**config.mk**
```make
export PLATFORM = sky130hd
export DESIGN_NAME = real_dom_sqscmul_gf2_pipe
export DESIGN_NICKNAME = d
export VERILOG_FILES = /design/src/rtl/real_dom_sqscmul_gf2_pipe.sv
export SDC_FILE = /design/constraint.sdc
export NUM_CORES = 1
export LEC_CHECK = 0
export BUFFER_PORTS_ARGS = -buffer_cell sky130_fd_sc_hd__buf_2
export CORE_ASPECT_RATIO = 1.1
export CORE_MARGIN = 2
export CORE_UTILIZATION = 44
export CTS_CLUSTER_DIAMETER = 80
export DETAILED_ROUTE_END_ITERATION = 10
export GPL_TIMING_DRIVEN = 1
export PLACE_DENSITY = 0.78
export SLEW_MARGIN = 25
export SYNTH_ARGS = -nofsm -noshare
export SYNTH_HDL_FRONTEND = slang
export SYNTH_SLANG_ARGS = --single-unit
```
**constraint.sdc**
```tcl
create_clock -name ClkxCI -period 0.98 [get_ports ClkxCI]
set_input_delay 0.049 -clock ClkxCI [delete_from_list [all_inputs] [get_ports ClkxCI]]
set_output_delay 0.049 -clock ClkxCI [all_outputs]
set_load 0.05 [all_outputs]
```
**src/rtl/real_dom_sqscmul_gf2_pipe.sv**
```systemverilog
`default_nettype none
// ============================================================================
// Module      : real_dom_sqscmul_gf2_pipe
// Description : DOM-masked GF(2^4) "square-scale plus multiply" datapath.
//               Each lane takes A (bits 3:2) and B (bits 1:0) in SHARES
//               Boolean shares and produces E = sqsc(A^B) ^ mul(A,B) in
//               SHARES Boolean shares, with a valid/ready pipeline of
//               STAGES (1 or 2) register stages.
//               Optional macro SQSCMUL_UNMASK_CHECK_EN adds a debug checker
//               that recomputes the unmasked result and raises a sticky
//               ErrxSO on any mismatch at the output handshake.
// Revision    : 1.0 - initial release
// ============================================================================
module real_dom_sqscmul_gf2_pipe #(
  parameter int SHARES = 2,
  parameter int LANES  = 1,
  parameter int STAGES = 1
) (
  input  logic                              ClkxCI,
  input  logic                              RstxSI,
  input  logic [LANES*4*SHARES-1:0]         _XxDI,
  input  logic [LANES*SHARES*(SHARES-1)-1:0] _ZxDI,
  input  logic                              InValidxSI,
  output logic                              InReadyxSO,
  output logic [LANES*2*SHARES-1:0]         _QxDO,
  output logic                              OutValidxSO,
  input  logic                              OutReadyxSI,
  output logic                              ErrxSO
);

  // Randomness bits per lane (2 bits per unordered share pair).
  localparam int ZPL = SHARES * (SHARES - 1);
  // One 2-bit term per (lane, share i, share j); the diagonal i==j holds
  // the inner-domain term so all terms are registered in the same stage.
  localparam int TW  = LANES * SHARES * SHARES * 2;
  localparam int QW  = LANES * SHARES * 2;

  function automatic logic [1:0] gf_mul(input logic [1:0] a, input logic [1:0] b);
    logic t;
    t = (a[1] ^ a[0]) & (b[1] ^ b[0]);
    return {(a[1] & b[1]) ^ t, (a[0] & b[0]) ^ t};
  endfunction

  function automatic logic [1:0] gf_sqsc(input logic [1:0] s);
    return {s[0], s[1] ^ s[0]};
  endfunction

  // Lexicographic index of the unordered pair (lo, hi), lo < hi.
  function automatic int pair_idx(input int lo, input int hi);
    return lo * SHARES - (lo * (lo + 1)) / 2 + (hi - lo - 1);
  endfunction

  logic          en1;
  logic          accept;
  logic          valid1_q, valid1_d;
  logic [TW-1:0] term_q, term_d;
  logic [QW-1:0] recomb;

  assign accept     = InValidxSI & en1;
  assign InReadyxSO = en1;

  // Stage-1 next state: terms are computed from the inputs but only loaded on
  // an accepted beat, so a stall holds every share and ignores _ZxDI.
  always_comb begin
    logic [1:0] ai, bi, bj, zr, v;
    term_d   = term_q;
    valid1_d = valid1_q;
    ai = '0; bi = '0; bj = '0; zr = '0; v = '0;
    if (en1) valid1_d = InValidxSI;
    for (int l = 0; l < LANES; l++) begin
      for (int i = 0; i < SHARES; i++) begin
        for (int j = 0; j < SHARES; j++) begin
          ai = _XxDI[(l*SHARES + i)*4 + 2 +: 2];
          bi = _XxDI[(l*SHARES + i)*4 +: 2];
          bj = _XxDI[(l*SHARES + j)*4 +: 2];
          if (i == j) begin
            v = gf_mul(ai, bi) ^ gf_sqsc(ai ^ bi);
          end else begin
            if (i < j) zr = _ZxDI[l*ZPL + 2*pair_idx(i, j) +: 2];
            else       zr = _ZxDI[l*ZPL + 2*pair_idx(j, i) +: 2];
            v = gf_mul(ai, bj) ^ zr;
          end
          if (accept) term_d[((l*SHARES + i)*SHARES + j)*2 +: 2] = v;
        end
      end
    end
  end

  // Stage-1 registers: inner and cross-domain terms, plus beat valid.
  always_ff @(posedge ClkxCI or posedge RstxSI) begin
    if (RstxSI) begin
      valid1_q <= 1'b0;
      term_q   <= '0;
    end else begin
      valid1_q <= valid1_d;
      term_q   <= term_d;
    end
  end

  // Recombine only registered terms: output share i = XOR over j of term(i,j).
  always_comb begin
    recomb = '0;
    for (int l = 0; l < LANES; l++) begin
      for (int i = 0; i < SHARES; i++) begin
        for (int j = 0; j < SHARES; j++) begin
          recomb[(l*SHARES + i)*2 +: 2] = recomb[(l*SHARES + i)*2 +: 2]
                                        ^ term_q[((l*SHARES + i)*SHARES + j)*2 +: 2];
        end
      end
    end
  end

  generate
    if (STAGES == 2) begin : g_two_stage
      logic          en2;
      logic          valid2_q, valid2_d;
      logic [QW-1:0] q2_q, q2_d;

      assign en2 = ~valid2_q | OutReadyxSI;
      assign en1 = ~valid1_q | en2;

      // Stage-2 next state: capture recombined shares when stage 2 may advance.
      always_comb begin
        valid2_d = valid2_q;
        q2_d     = q2_q;
        if (en2) begin
          valid2_d = valid1_q;
          if (valid1_q) q2_d = recomb;
        end
      end

      // Stage-2 registers: recombined output shares.
      always_ff @(posedge ClkxCI or posedge RstxSI) begin
        if (RstxSI) begin
          valid2_q <= 1'b0;
          q2_q     <= '0;
        end else begin
          valid2_q <= valid2_d;
          q2_q     <= q2_d;
        end
      end

      assign _QxDO       = q2_q;
      assign OutValidxSO = valid2_q;
    end else begin : g_one_stage
      assign en1         = ~valid1_q | OutReadyxSI;
      assign _QxDO       = recomb;
      assign OutValidxSO = valid1_q;
    end
  endgenerate

`ifdef SQSCMUL_UNMASK_CHECK_EN
  localparam int EW = LANES * 2;
  logic [EW-1:0] exp_in, exp1_q, exp1_d, exp_out, q_plain;
  logic          err_q, err_d;

  // Unmasked reference for the incoming beat and unmasked view of the output.
  always_comb begin
    logic [1:0] a, b, q;
    exp_in  = '0;
    q_plain = '0;
    for (int l = 0; l < LANES; l++) begin
      a = '0; b = '0; q = '0;
      for (int s = 0; s < SHARES; s++) begin
        a = a ^ _XxDI[(l*SHARES + s)*4 + 2 +: 2];
        b = b ^ _XxDI[(l*SHARES + s)*4 +: 2];
        q = q ^ _QxDO[(l*SHARES + s)*2 +: 2];
      end
      exp_in[l*2 +: 2]  = gf_mul(a, b) ^ gf_sqsc(a ^ b);
      q_plain[l*2 +: 2] = q;
    end
  end

  // Checker next state: follow the data pipeline, flag any drained mismatch.
  always_comb begin
    exp1_d = exp1_q;
    if (accept) exp1_d = exp_in;
    err_d = err_q | (OutValidxSO & OutReadyxSI & (q_plain != exp_out));
  end

  // Checker registers.
  always_ff @(posedge ClkxCI or posedge RstxSI) begin
    if (RstxSI) begin
      exp1_q <= '0;
      err_q  <= 1'b0;
    end else begin
      exp1_q <= exp1_d;
      err_q  <= err_d;
    end
  end

  generate
    if (STAGES == 2) begin : g_chk_two
      logic [EW-1:0] exp2_q, exp2_d;

      // Second checker stage advances exactly like the data stage 2.
      always_comb begin
        exp2_d = exp2_q;
        if ((~OutValidxSO | OutReadyxSI) & valid1_q) exp2_d = exp1_q;
      end

      // Second checker stage register.
      always_ff @(posedge ClkxCI or posedge RstxSI) begin
        if (RstxSI) exp2_q <= '0;
        else        exp2_q <= exp2_d;
      end

      assign exp_out = exp2_q;
    end else begin : g_chk_one
      assign exp_out = exp1_q;
    end
  endgenerate

  assign ErrxSO = err_q;
`else
  assign ErrxSO = 1'b0;
`endif

endmodule
`default_nettype wire
```
# After elaboration in Yosys (flattened, before gate mapping)
# Index checks and enable logic that the tools add are counted.
# Widths: inputs -> output; s select.
# classes
bitwise_logic	37
# op_table
operator	n
$xor 2x2->2	8
$xor 1x1->1	14
$and 1x1->1	13
$not 1->1	1
$or 1x1->1	1
# word_totals
regBits	9
in_bits	14
output_inout_bits	7
wordCells	39

# Longest topological paths before layout
# depth
depth_word	4
ltp_mapped	5

# Worst setup path before layout
# No wires, ideal clock.
# synth_timing
path_type	register to register
startpoint	register valid1_q (netlist: OutValidxSO)
endpoint	register term_q[0]
setup_ns	0.125
arrival_time_ns	1.662
required_time_ns	0.855
setup_slack_ns	-0.807
stages_incl_launch_ff	4
synth_period_minus_slack_ns	1.787
path_cell_list	dfrtp_1 > nand2b_1 > nand2_1 > mux2_2
# synth_via
elab_chain_cells	3
# synth_rtl
element	line_no	rtl
from (decl)	55	logic valid1_q, valid1_d;
from (signal assigned)	95	valid1_q <= valid1_d;
$not 1->1	146	assign en1 = ~valid1_q | OutReadyxSI;
$or 1x1->1	146	
named net InReadyxSO	24	output logic InReadyxSO,
$and 1x1->1	59	assign accept = InValidxSI & en1;
to (signal assigned)	96	term_q <= term_d;
to (decl)	56	logic [TW-1:0] term_q, term_d;
# The timed path passes the listed nets, and every way through them passes these cells.
# A chain may end at the register's enable or synchronous reset.

# Worst setup path in the final report
# layout_timing
startpoint	register valid1_q (netlist: OutValidxSO)
endpoint	output InReadyxSO
# layout_via
elab_chain_cells	2
# layout_rtl
element	line_no
$not 1->1	146
$or 1x1->1	146
to (decl)	24
# Every way passes these cells.

==> run metrics <==
H-tree depth 1; proportion of layout cells with a drive suffix above 1 between 50 and 60%; Core Area 1400 um^2; Mean Syn Cell Area 9.81 um^2; Post-Syn Instances 68; FF+latch count, synth 9; Met3 Routed Length approximately 60 um; Power Internal 1.26 mW; Ant. Diodes 0; Setup-failing EPs final 7; Vias 593; Vert. Die Dim 44.8 um; Die Footprint around 1800 um^2; Total Wirelength 1310 um; area delta synth->final 75.2%; library cells used by synthesis 16; num ports 21; largest net degree at the start of global routing 10; first-pass GRT wire length roughly 2100 um; Net Count, Synth 86; Critical Path Start Type flip-flop; RSZ-0062 raised after global routing true; largest cells by area after synthesis dfrtp_1, xnor2_1, xor2_1; Starting Density a little under half; commonest non-fill, non-tap cell in the layout buf_4; multi-input logic area roughly 560 um^2; ANT nets after route 0; Pwr Total approximately 2.2 mW; Ys Warns 0; TritonCTS clock tree built; DR DRC count 0; Worst-Skew Late Latency ~0.26 ns; initial antenna violation count 0; clock skew after layout 0.00353 ns; hold_ws 0.0743 ns; Clk pwr share 13.0%; root buffer cell clkbuf_4; final critical-path share of the clock period 110%; non-filler cells, final 130; largest area contributor in the netlist dfrtp_1; Final Instance Area around 1200 um^2; Leak between 0.5 and 0.6 nW; Iter 0 DRT Violations 1; CP top delay family flip-flops; pwr dens 1860 nW/um^2; maxcap violations 0; slack of the critical path -0.0941 ns; status finished with violations; # clock sinks 9; maximum VDD drop 0.912 mV; Yosys top cell area share 33.8%; ordered list of cells on the worst path nand2b_4, buf_6, buf_8; WP data arrival 1.03 ns; CTS Buffer Depth 2; clock buffer count from CTS 3; Nets 133; Worst-path clk slew 0.06 ns; Reg area 226 um^2; Final min period around 1.1 ns; CP Class flip-flop to output port; most frequent cells in the layout buf_4, xnor2_1, buf_2; Seq/Total Area, Yosys 33.8%; vias in the first global route 581; CP max FO 2; fillers 88; WL met2 around 720 um; DP Wirelength around 1000 um; placed insts 120; top sig layer met4; final slew viol count 0; wire length per cell 10.0 um; drt pass-1 iters 2; gpl congestion 0.689; Largest stage delay, worst path roughly 0.42 ns; drt via density 4.56; chip width 41.1 um; metal1 wirelength 466 um; GRT Util Overall between 15 and 20%; slowest stage cell, crit path dfrtp_2; switching power between 0.9 and 1 mW; Syn Std Cell Area 667 um^2; Crit path buffers/inverters 2; number of port buffers 19; sw frac 42.1%; Comb pwr share roughly three fifths; Worst Hold Class input port to flip-flop; grt ovf 0; row count 14; register share of total power between 20% and 30%; FMAX 931 MHz; CP Data Required Time a little over 0.9 ns; Post-DP Area 966 um^2; failing checks setup timing; Setup crit end kind output port; final hold violations 0
-- per-layer routing --
| metal | track usage (%) | vias up |
|---|---|---|
| li1 | - | 304 |
| met1 | 16.8 | 265 |
| met2 | 30.9 | 20 |
| met3 | 2.96 | 4 |
| met4 | 13.5 | 0 |
| met5 | 0 | - |
-- stage by stage --
| step | setup slack (ns) | TNS [ns] | util, % |
|---|---|---|---|
| floorplan | -0.266 | -2.00 | - |
| global placement | -0.313 | -1.18 | 68.9 |
| detailed placement | -0.310 | -1.41 | 68.9 |
| CTS | -0.0816 | -0.428 | 80.3 |
| global route | -0.152 | -0.923 | 83.4 |
| finish | -0.0941 | -0.461 | 83.4 |
-- cells in the mapped netlist --
cell,number
nor2_4,2
nor2_1,2
ha_1,4
conb_1,1
inv_1,1
dfrtp_1,9
o21ai_0,2
o21ai_2,2
buf_4,1
mux2_2,2
o21ai_1,2
xor2_1,8
nand2_1,11
buf_2,1
nand2b_1,2
xnor2_1,18
-- worst reg2reg max path, delay by kind of cell (launching register included) --
family	cells	cell delay, ns
DFF	1	0.42
muxes	1	0.29
and+or+nand+nor	2	0.19
-- kinds of logic after synthesis --
group                    after synthesis  synth area share [%]
buffers and inverters                  3                  2.44
AO/OA/AOI/OAI                          6                  5.63
AND/OR/NAND/NOR                       17                  12.6
flip-flops                             9                  33.8
XOR/XNOR                              26                  34.1
other                                  1                 0.562
adder cells (fa/ha/maj)                4                  7.50
multiplexers                           2                  3.38
-- power groups by stage --
stage / logic, mW / clock network (mW) / registers [mW]
finish: 1.32 / 0.282 / 0.574
global route: 1.42 / 0.315 / 0.587
floorplan: 0.782 / 0 / 0.571
detailed placement: 1.04 / 0 / 0.578
global placement: 1.02 / 0 / 0.571
CTS: 1.29 / 0.288 / 0.567
-- path summary, 6_finish.rpt --
kind / startpoint / end / slack [ns] / cells past startpoint
worst max register to register: OutValidxSO$_DFFE_PP0P_ / term_q[6]$_DFFE_PP0P_ / -0.03 / 3
worst min-delay path: InValidxSI / OutValidxSO$_DFFE_PP0P_ / 0.07 / 2
worst max-delay path: OutValidxSO$_DFFE_PP0P_ / InReadyxSO / -0.09 / 3
min in group asynchronous: RstxSI / term_q[0]$_DFFE_PP0P_ / 0.29 / 3
max in group asynchronous: RstxSI / OutValidxSO$_DFFE_PP0P_ / 0.42 / 3
worst min register to register: term_q[2]$_DFFE_PP0P_ / term_q[2]$_DFFE_PP0P_ / 0.54 / 2
-- repair_timing --
action                                  CTS  global route
endpoints found under the setup margin    9            13
setup buffers                             4             1
hold buffers                              1             0
endpoints found under the hold margin     9             0
pin swaps                                 6             4
gates resized for setup                  18            10
-- flip-flops by register name (all words and copies together) (netlist names) --
name,cells
term_q,8
OutValidxSO,1
-- cell type report --
type                            count  area share, %
Clock buffer                        4           2.25
Timing Repair Buffer               44           28.6
Sequential cell                     9           19.4
Inverter                            1          0.321
Tap cell                           16           1.71
Multi-Input combinational cell     56           47.8
Power figures use the tool's default switching activity.
